--- config.mk ---
export PLATFORM = sky130hd
export DESIGN_NAME = fifo_wr_arb
export DESIGN_NICKNAME = d
export VERILOG_FILES = /design/src/rtl/fifo_wr_arb.sv
export SDC_FILE = /design/constraint.sdc
export NUM_CORES = 1
export LEC_CHECK = 0
export ABC_CLOCK_PERIOD_IN_PS = 1500
export BUFFER_PORTS_ARGS = -buffer_cell sky130_fd_sc_hd__clkbuf_2
export CAP_MARGIN = 20
export CORE_MARGIN = 3
export CORE_UTILIZATION = 39
export CTS_CLUSTER_SIZE = 14
export DETAILED_ROUTE_END_ITERATION = 6
export PLACE_DENSITY = 0.74
export SLEW_MARGIN = 10
export SYNTH_ARGS = -nofsm -noshare
export SYNTH_HDL_FRONTEND = slang
export SYNTH_SLANG_ARGS = --single-unit
--- constraint.sdc ---
create_clock -name clk -period 1.5 [get_ports clk]
set_input_delay 0.15 -clock clk [delete_from_list [all_inputs] [get_ports clk]]
set_output_delay 0.15 -clock clk [all_outputs]
set_load 0.02 [all_outputs]
--- src/rtl/fifo_wr_arb.sv ---
// Round-robin two-requester write arbiter feeding a shared FIFO write port.
// Each grant carries a burst of up to BURST_LEN words; FIFO full stalls the owner without releasing it.
module fifo_wr_arb #(
  parameter int DATA_W    = 8,
  parameter int BURST_LEN = 4
) (
  input  logic              clk,
  input  logic              rst_n,
  input  logic              req0_valid,
  input  logic [DATA_W-1:0] req0_data,
  output logic              req0_ready,
  input  logic              req1_valid,
  input  logic [DATA_W-1:0] req1_data,
  output logic              req1_ready,
  input  logic              fifo_full_flag,
  output logic              fifo_wr_en,
  output logic [DATA_W-1:0] fifo_wr_data,
  output logic [1:0]        grant,
  output logic              burst_done
);

  localparam int CNT_W = (BURST_LEN > 1) ? $clog2(BURST_LEN) : 1;
  localparam logic [CNT_W-1:0] LAST_BEAT = CNT_W'(BURST_LEN - 1);

  typedef enum logic [1:0] {
    IDLE = 2'd0,
    GNT0 = 2'd1,
    GNT1 = 2'd2
  } state_t;

  state_t           state_r;
  state_t           state_nxt_s;
  logic [CNT_W-1:0] beat_cnt_r;
  logic             last_owner_r;
  logic             burst_done_r;
  logic             accept_s;
  logic             release_s;
  logic             entry0_s;
  logic             entry1_s;

  // State register
  always_ff @(posedge clk or negedge rst_n) begin
    if (!rst_n) begin
      state_r <= IDLE;
    end else begin
      state_r <= state_nxt_s;
    end
  end

  // Next-state: IDLE arbitration favours the requester that did not own the last grant
  always_comb begin
    state_nxt_s = state_r;
    case (state_r)
      IDLE: begin
        if (req0_valid && req1_valid) begin
          state_nxt_s = last_owner_r ? GNT0 : GNT1;
        end else if (req0_valid) begin
          state_nxt_s = GNT0;
        end else if (req1_valid) begin
          state_nxt_s = GNT1;
        end else begin
          state_nxt_s = IDLE;
        end
      end
      GNT0: begin
        if (!req0_valid) begin
          state_nxt_s = IDLE;
        end else if (accept_s && (beat_cnt_r == LAST_BEAT)) begin
          state_nxt_s = IDLE;
        end else begin
          state_nxt_s = GNT0;
        end
      end
      GNT1: begin
        if (!req1_valid) begin
          state_nxt_s = IDLE;
        end else if (accept_s && (beat_cnt_r == LAST_BEAT)) begin
          state_nxt_s = IDLE;
        end else begin
          state_nxt_s = GNT1;
        end
      end
      default: begin
        state_nxt_s = IDLE;
      end
    endcase
  end

  // Outputs: grant decode, owner ready gated by full, zero-latency write path
  always_comb begin
    grant        = 2'b00;
    req0_ready   = 1'b0;
    req1_ready   = 1'b0;
    accept_s     = 1'b0;
    fifo_wr_en   = 1'b0;
    fifo_wr_data = {DATA_W{1'b0}};
    case (state_r)
      GNT0: begin
        grant      = 2'b01;
        req0_ready = ~fifo_full_flag;
        accept_s   = req0_valid & ~fifo_full_flag;
        if (accept_s) begin
          fifo_wr_en   = 1'b1;
          fifo_wr_data = req0_data;
        end else begin
          fifo_wr_en   = 1'b0;
          fifo_wr_data = {DATA_W{1'b0}};
        end
      end
      GNT1: begin
        grant      = 2'b10;
        req1_ready = ~fifo_full_flag;
        accept_s   = req1_valid & ~fifo_full_flag;
        if (accept_s) begin
          fifo_wr_en   = 1'b1;
          fifo_wr_data = req1_data;
        end else begin
          fifo_wr_en   = 1'b0;
          fifo_wr_data = {DATA_W{1'b0}};
        end
      end
      default: begin
        grant = 2'b00;
      end
    endcase
  end

  assign release_s = (state_r != IDLE) && (state_nxt_s == IDLE);
  assign entry0_s  = (state_r == IDLE) && (state_nxt_s == GNT0);
  assign entry1_s  = (state_r == IDLE) && (state_nxt_s == GNT1);

  // Burst bookkeeping: beat count, round-robin owner memory, release pulse
  always_ff @(posedge clk or negedge rst_n) begin
    if (!rst_n) begin
      beat_cnt_r   <= {CNT_W{1'b0}};
      last_owner_r <= 1'b1;
      burst_done_r <= 1'b0;
    end else begin
      if (state_r == IDLE) begin
        beat_cnt_r <= {CNT_W{1'b0}};
      end else if (accept_s) begin
        beat_cnt_r <= beat_cnt_r + CNT_W'(1);
      end else begin
        beat_cnt_r <= beat_cnt_r;
      end
      if (entry0_s) begin
        last_owner_r <= 1'b0;
      end else if (entry1_s) begin
        last_owner_r <= 1'b1;
      end else begin
        last_owner_r <= last_owner_r;
      end
      burst_done_r <= release_s;
    end
  end

  assign burst_done = burst_done_r;

endmodule
==> flow_summary.ini, run 1 <==
[status]
run_status = complete, but fails checks
violations = negative setup slack

[cells_and_area]
nNetsFinal = 145
fillCellCount = 103
diodes = 0
drive_above_1_share = 0.741
regArea_sq_um = 153
multi_input_area_sq_um = 579
layout_commonest_cell = clkbuf_2
layout_common_cells = 23 x clkbuf_2, 12 x buf_6, 10 x buf_4
fin_util = 0.774
syn_to_final_growth_pct = 83.8

[drt]
routed_wl_um = 1990
via_per_inst = 5.03
ant_nets = 0
via_count = 664
drtPass1Iterations = 1
wl_per_cell_um = 15.1
route.detailed.drc = 0
drt_iter0_markers = 0

[die]
die_h_um = 46.8
die_area_sq_um = 2190
rows = 14
core-area_sq_um = 1540
die-width_um = 46.8
start_util = 0.421
io_pins = 35

[logic_synthesis]
seq_area_frac_synth = 0.233
syn-num-nets = 93
netlist_area_sq_um = 649
avgSynthCellArea_sq_um = 9.99
netlist_top_cells_area = dfrtp_1 19%, ha_1 13%, a22oi_2 9.6%
synth_top_area_share = 0.193
synth_edf_count = 0
yosysWarnings = 0
synth_ff_type = dfrtp_1
synth_async_sr_flop_share = 1.00
netlist-cell-type-count = 28
synth_top_area_cell = dfrtp_1
synthCells = 65
synth_seq_cells = 6

[worst_setup_path]
critPathSlowestCell = dfrtp_1
cp.required_ns = 1.35
r2r_setup_slack_ns = -0.15
crit_path_max_fanout = 7
worstSetupEndpointType = output port
worstPathCellList = buf_6, ha_4, nor2b_4, and2_4, a22oi_2, nor2b_4, buf_6
worst-setup-path-type = reg2out
cp_top_family = flip-flops
slowest_delay_ns = 0.38
worst-path-buf-inv = 2
crit_arrival_ns = 1.63
critPathLaunchType = register

[sta]
hold-worst-slack_ns = 0.262
rsz0062_at_grt = yes
setup_viol = 14
hold_viol_final = 0
tightest_slew_ns = 0.304
slew_headroom = 0.797
clock_skew_ns = 0.00411
fin_crit_sh = 1.19
drv_slew = 0
min_period_ns = 1.78
max_freq_mhz = 562
setup_ws_ns = -0.280

[cts]
clock_sinks = 6
cts-buffers-inserted = 3
clk_pin_slew_ns = 0.05
clkLatencyLatePin_ns = 0.24
htreeDepth = 1
cts_tree = yes
cts_buffer_depth = 2
clock-root-buffer = clkbuf_4

[power]
ir_worst_vdd_mv = 1.14
powerDensity_nw_per_um2 = 1490
p_leak_nw = 0.533

[global_route]
grt_pass1_vias = 674
gr-usage-all-layers = 0.187
grt_pass1_wl_um = 2870
grt_max_degree = 9
grt_antenna_before_repair = 0
grt_overflow = 0

[place]
port_buffers = 34
gp_congestion = 0.716
dpl.hpwl_um = 1420

[job]
max_cap_violations = 0

[worst_hold_path]
hold_class = in2async
==> worst paths after layout <==
kind                                                start                        end  cells past startpoint
min in group clk                               req0_valid       state_r[0]$_DFF_PN0_                      3
worst min register to register  beat_cnt_r[1]$_DFFE_PN0P_  beat_cnt_r[1]$_DFFE_PN0P_                      2
worst min-delay path                                rst_n  beat_cnt_r[1]$_DFFE_PN0P_                      2
worst max-delay path                 state_r[1]$_DFF_PN0_            fifo_wr_data[4]                      7
worst max register to register       state_r[1]$_DFF_PN0_   last_owner_r$_DFFE_PN1P_                      8
max in group asynchronous                           rst_n   last_owner_r$_DFFE_PN1P_                      2
==> through the flow <==
step / power (mW) / setup slack, ns / std cells / instance area [sq um] / setup TNS [ns]
floorplan: 1.05 / -0.0876 / 65 / 747 / -0.631
global placement: 1.34 / -0.0334 / 121 / 990 / -0.189
detailed placement: 1.36 / -0.0863 / 121 / 990 / -0.621
CTS: 1.71 / -0.313 / 132 / 1130 / -3.01
global route: 1.90 / -0.334 / 132 / 1190 / -3.52
finish: 1.78 / -0.280 / 132 / 1190 / -2.50
==> flip-flops by register name, summed over array words and instances (netlist names) <==
name and flops:
last_owner_r 1, burst_done 1, state_r 2, beat_cnt_r 2
==> per-layer routing <==
layer  GRT usage  up-vias  part of all wire
li1            -      329                 -
met1       0.216      312              0.39
met2       0.333       21              0.56
met3      0.0307        2             0.043
met4      0.0884        0            0.0091
met5           0        -                 0
==> synth_stat cells, types with 2 or more instances <==
cell type  instances
ha_1               7
nor2b_2            6
a22oi_2            5
dfrtp_1            5
a21oi_1            4
inv_1              4
nor2_1             4
a22oi_1            3
nand3b_1           3
nor2b_1            3
and3b_1            2
nand3_1            2
nor3_2             2
==> report_power, final <==
group          leakage (nW)  internal (mW)  switching, mW
Sequential           0.0752          0.223         0.0495
Combinational         0.443          0.741          0.608
Clock                0.0150          0.101         0.0581
==> final cells by class <==
type                            instances  share of cell area
Timing Repair Buffer                   50               0.333
Sequential cell                         6               0.128
Tap cell                               16              0.0168
Multi-Input combinational cell         52               0.485
Clock buffer                            4              0.0220
Inverter                                4              0.0147
==> cells by family (layout without fill, tap and decap cells) <==
kind of cell    Yosys count  in the layout  share of synthesized area
compound gates           16             16                      0.241
xor+xnor                  1              1                     0.0135
fa+ha+maj                 7              7                      0.135
buf+inv                   7             58                     0.0655
flops                     6              6                      0.233
mux                       1              1                     0.0154
simple gates             27             27                      0.297
==> what timing repair did <==
| action | in CTS | in global routing |
|---|---|---|
| hold buffers | 1 | 0 |
| buffers inserted | 7 | 0 |
| gates resized for setup | 17 | 26 |
| hold endpoints to repair | 6 | 0 |
| gates cloned | 0 | 0 |
| pin swaps | 4 | 6 |
| endpoints found under the setup margin | 15 | 16 |
Note: power is estimated with default switching activity, not from simulation.
==> inputs of run 2 (changes only) <==
--- a/config.mk
+++ b/config.mk
@@ -6,7 +6,7 @@
 export NUM_CORES = 1
 export LEC_CHECK = 0
 export ABC_CLOCK_PERIOD_IN_PS = 1500
-export BUFFER_PORTS_ARGS = -buffer_cell sky130_fd_sc_hd__clkbuf_2
+export BUFFER_PORTS_ARGS = -buffer_cell sky130_fd_sc_hd__buf_4
 export CAP_MARGIN = 20
 export CORE_MARGIN = 3
 export CORE_UTILIZATION = 39
==> flow_summary.ini, run 2 (synthesized netlist as in run 1, its figures left out) <==
[worst_hold_path]
hold_class = in2async

[cts]
clkLatencyLatePin_ns = 0.24
cts-buffers-inserted = 3
clock_sinks = 6
clock-root-buffer = clkbuf_4
clk_pin_slew_ns = 0.05
cts_tree = yes
cts_buffer_depth = 2
htreeDepth = 1

[drt]
via_per_inst = 4.93
via_count = 661
ant_nets = 0
route.detailed.drc = 0
drtPass1Iterations = 3
wl_per_cell_um = 13.3
drt_iter0_markers = 6
routed_wl_um = 1780

[job]
max_cap_violations = 0

[sta]
fin_crit_sh = 1.18
hold-worst-slack_ns = 0.250
slew_headroom = 0.844
tightest_slew_ns = 0.235
hold_viol_final = 0
setup_viol = 12
setup_ws_ns = -0.273
rsz0062_at_grt = yes
max_freq_mhz = 564
clock_skew_ns = 0.00734
tns_ns = -2.25
drv_slew = 0
min_period_ns = 1.77

[place]
dpl_cell_area_sq_um = 1090
port_buffers = 34
gp_congestion = 0.772
dpl.hpwl_um = 1460

[worst_setup_path]
crit_path_max_fanout = 7
cp.required_ns = 1.35
critPathLaunchType = register
crit_arrival_ns = 1.62
worst-setup-path-type = reg2out
worstSetupEndpointType = output port
r2r_setup_slack_ns = -0.03

[global_route]
grt_pass1_vias = 624
grt_max_degree = 9
grt_antenna_before_repair = 0
gr-usage-all-layers = 0.172
grt_pass1_wl_um = 2690
grt_overflow = 0

[cells_and_area]
diodes = 0
reg.largest.list = beat_cnt_r: 2 flops, state_r: 2 flops
layout_common_cells = 40 x buf_4, 10 x buf_6, 8 x nor2b_4, 8 x a22oi_2
drive_above_1_share = 0.737
syn_to_final_growth_pct = 88.6
fillCellCount = 106
final_area_sq_um = 1220
nNetsFinal = 147
layout_commonest_cell = buf_4

[die]
io_pins = 35
core-area_sq_um = 1540
die_area_sq_um = 2190
rows = 14
die-width_um = 46.8
die_h_um = 46.8
start_util = 0.421

[power]
powerDensity_nw_per_um2 = 1440
intPower_mw = 1.08
power_frac_comb = 0.755
ir_worst_vdd_mv = 1.03
p_clk_frac = 0.089
switchingPower_mw = 0.683
switching_share = 0.388
p_leak_nw = 0.543
pwr-share-seq = 0.156

[status]
run_status = complete, but fails checks
violations = negative setup slack
run 2: changes by cell type in the layout (fill, tap and decap cells not counted), sizes merged:
cell / change
buf: +27
clkbuf: -25
run 2: power groups by stage:
| stage | clock (mW) | combinational [mW] | sequential, mW |
|---|---|---|---|
| 6_report | 0.156 | 1.33 | 0.275 |
| 5_1_grt | 0.176 | 1.42 | 0.284 |
| 4_1_cts | 0.164 | 1.27 | 0.273 |
| 3_5_place_dp | 0 | 1.16 | 0.281 |
| 3_3_place_gp | 0 | 1.15 | 0.278 |
| 2_1_floorplan | 0 | 0.762 | 0.286 |
run 2: final timing paths:
check | from | to | cells past startpoint
min | rst_n | state_r[0]$_DFF_PN0_ | 2
max in group asynchronous | rst_n | last_owner_r$_DFFE_PN1P_ | 2
min reg2reg | beat_cnt_r[1]$_DFFE_PN0P_ | beat_cnt_r[1]$_DFFE_PN0P_ | 2
max reg2reg | state_r[1]$_DFF_PN0_ | beat_cnt_r[1]$_DFFE_PN0P_ | 7
max | state_r[1]$_DFF_PN0_ | fifo_wr_data[5] | 7
min in group clk | req1_valid | last_owner_r$_DFFE_PN1P_ | 3
run 2: cell type report:
cell class | instances | area, sq um | share of cell area
timing repair buffer | 52 | 443 | 0.362
sequential | 6 | 153 | 0.125
inverter | 4 | 17.5 | 0.0143
clock buffer | 4 | 26.3 | 0.0215
multi-input combinational | 52 | 566 | 0.462
tap | 16 | 20.0 | 0.0163
run 2: routing by layer:
layer	vias to the layer above	routed length, um	track usage
met5	-	0	0
met4	0	0	0.0663
met3	0	78	0.0230
met2	19	929	0.285
met1	309	774	0.228
li1	333	-	-
run 2: repair_timing:
item                       4_1_cts  5_1_grt
hold endpoints to repair         6        0
setup endpoints to repair       16       15
gates resized for setup         11        5
setup buffers                    4        3
pin swaps                        3        6
hold buffers                     1        0
run 2: worst max-delay path, cell delays in order (launching register included):
cell and delay, ns:
dfrtp_1 0.39, buf_6 0.13, ha_4 0.15, nor2b_4 0.12
and2_4 0.17, a22oi_2 0.24, nor2b_4 0.06, buf_6 0.13
run 2: stage by stage:
| stage | worst slack, ns | util | power, mW | std cells |
|---|---|---|---|---|
| floorplan | -0.0876 | - | 1.05 | 65 |
| global placement | -0.0870 | 0.707 | 1.43 | 123 |
| detailed placement | -0.125 | 0.707 | 1.44 | 123 |
| CTS | -0.297 | 0.769 | 1.71 | 131 |
| global route | -0.344 | 0.795 | 1.88 | 134 |
| finish | -0.273 | 0.795 | 1.76 | 134 |
==> inputs of run 3 (changes only) <==
--- a/config.mk
+++ b/config.mk
@@ -5,14 +5,14 @@
 export SDC_FILE = /design/constraint.sdc
 export NUM_CORES = 1
 export LEC_CHECK = 0
-export ABC_CLOCK_PERIOD_IN_PS = 1500
+export ABC_CLOCK_PERIOD_IN_PS = 1850
 export BUFFER_PORTS_ARGS = -buffer_cell sky130_fd_sc_hd__buf_4
 export CAP_MARGIN = 20
 export CORE_MARGIN = 3
-export CORE_UTILIZATION = 39
+export CORE_UTILIZATION = 43
 export CTS_CLUSTER_SIZE = 14
 export DETAILED_ROUTE_END_ITERATION = 6
-export PLACE_DENSITY = 0.74
+export PLACE_DENSITY = 0.77
 export SLEW_MARGIN = 10
 export SYNTH_ARGS = -nofsm -noshare
 export SYNTH_HDL_FRONTEND = slang
==> constraint.sdc (replaced) <==
create_clock -name clk -period 1.85 [get_ports clk]
set_input_delay 0.185 -clock clk [delete_from_list [all_inputs] [get_ports clk]]
set_output_delay 0.185 -clock clk [all_outputs]
set_load 0.02 [all_outputs]
==> flow_summary.ini, run 3 (synthesized netlist as in run 1, its figures left out) <==
[status]
run_status = finished, final reports clean

[power]
pwr-share-seq = 0.194
powerDensity_nw_per_um2 = 1110
intPower_mw = 0.644
power_frac_comb = 0.697
switchingPower_mw = 0.491
ir_worst_vdd_mv = 0.808
p_leak_nw = 0.449
switching_share = 0.433
p_clk_frac = 0.109

[cells_and_area]
layout_commonest_cell = buf_4
nNetsFinal = 134
syn_to_final_growth_pct = 57.2
layout_common_cells = 37 x buf_4, 7 x a22oi_2, 7 x nor2b_2
fin_util = 0.747
diodes = 0
drive_above_1_share = 0.686
final_area_sq_um = 1020
reg.largest.list = beat_cnt_r: 2 flops, state_r: 2 flops
fillCellCount = 101

[drt]
via_per_inst = 5.10
via_count = 612
wl_per_cell_um = 14.2
ant_nets = 0
drt_iter0_markers = 5
route.detailed.drc = 0
drtPass1Iterations = 4
routed_wl_um = 1700

[worst_setup_path]
crit_path_max_fanout = 9
worstSetupEndpointType = output port
worst-path-buf-inv = 2
critPathLaunchType = register
crit_arrival_ns = 1.60
worst-setup-path-type = reg2out
slowest_delay_ns = 0.41
r2r_setup_slack_ns = 0.23
cp_top_family = flip-flops
worstPathCellList = inv_2, ha_2, nand2b_2, nor2_4, buf_4
critPathSlowestCell = dfrtp_2
cp.required_ns = 1.66

[die]
start_util = 0.475
die_h_um = 44.9
core-area_sq_um = 1370
die_area_sq_um = 2010
rows = 13
die-width_um = 44.9
io_pins = 35

[cts]
cts_tree = yes
clock_sinks = 6
clock-root-buffer = clkbuf_4
cts_buffer_depth = 2
clkLatencyLatePin_ns = 0.24
clk_pin_slew_ns = 0.05
cts-buffers-inserted = 3
htreeDepth = 1

[sta]
clock_skew_ns = 0.00363
slew_headroom = 0.809
fin_crit_sh = 0.964
drv_slew = 0
tns_ns = 0
max_freq_mhz = 561
setup_viol = 0
tightest_slew_ns = 0.286
hold_viol_final = 0
min_period_ns = 1.78
rsz0062_at_grt = yes

[place]
gp_congestion = 0.741
dpl_cell_area_sq_um = 908
port_buffers = 34
dpl.hpwl_um = 1310

[global_route]
grt_overflow = 0
grt_antenna_before_repair = 0
gr-usage-all-layers = 0.175
grt_max_degree = 10
grt_pass1_vias = 631
grt_pass1_wl_um = 2710

[worst_hold_path]
hold_class = in2async

[job]
max_cap_violations = 0
run 3: path summary, 6_finish.rpt:
kind,from,to,cells past startpoint
max,state_r[1]$_DFF_PN0_,fifo_wr_en,5
min,rst_n,beat_cnt_r[1]$_DFFE_PN0P_,2
max reg2reg,state_r[1]$_DFF_PN0_,last_owner_r$_DFFE_PN1P_,6
min reg2reg,beat_cnt_r[1]$_DFFE_PN0P_,beat_cnt_r[1]$_DFFE_PN0P_,2
max in group asynchronous,rst_n,last_owner_r$_DFFE_PN1P_,2
min in group clk,req1_valid,last_owner_r$_DFFE_PN1P_,3
run 3: worst register-to-register path, delay by kind of cell, from the launching register on:
family / cells / cell delay (ns)
buf+inv: 1 / 0.08
compound gates: 2 / 0.40
fa+ha+maj: 1 / 0.41
flops: 1 / 0.41
simple gates: 2 / 0.26
run 3: layer usage:
| metal | GRT usage | part of all wire | vias to the layer above |
|---|---|---|---|
| met4 | 0.0526 | 0 | 0 |
| met5 | 0 | 0 | - |
| met3 | 0.0199 | 0.055 | 0 |
| li1 | - | - | 309 |
| met1 | 0.230 | 0.44 | 286 |
| met2 | 0.301 | 0.51 | 17 |
run 3: power groups by stage:
stage,combinational (mW),clock (mW),sequential [mW]
after global routing,0.849,0.140,0.227
final,0.791,0.124,0.220
after detailed placement,0.680,0,0.216
after global placement,0.667,0,0.213
after floorplan,0.470,0,0.222
after CTS,0.735,0.129,0.209
run 3: repair_timing:
| item | 4_1_cts | 5_1_grt |
|---|---|---|
| setup endpoints to repair | 8 | 9 |
| hold buffers | 1 | 0 |
| endpoints found under the hold margin | 6 | 0 |
| buffers inserted | 2 | 1 |
| resized for setup | 4 | 10 |
| pin swaps | 1 | 2 |
run 3: through the flow:
stage	power, mW	setup WS (ns)	hold WS, ns	instances
3_5_place_dp	0.896	0.145	-0.00754	112
6_report	1.14	0.0661	0.294	120
5_1_grt	1.22	-0.00851	0.294	120
4_1_cts	1.07	0.0274	0.292	119
3_3_place_gp	0.880	0.202	-0.00799	112
2_1_floorplan	0.692	0.0594	-0.111	65
run 3: area by class of cell:
cell class	instances	area [sq um]	share of cell area
multi-input cells	52	509	0.499
clock buffers	4	26.3	0.0257
well taps	15	18.8	0.0184
inverters	4	15.0	0.0147
repair buffers	39	299	0.293
flip-flops and latches	6	153	0.150
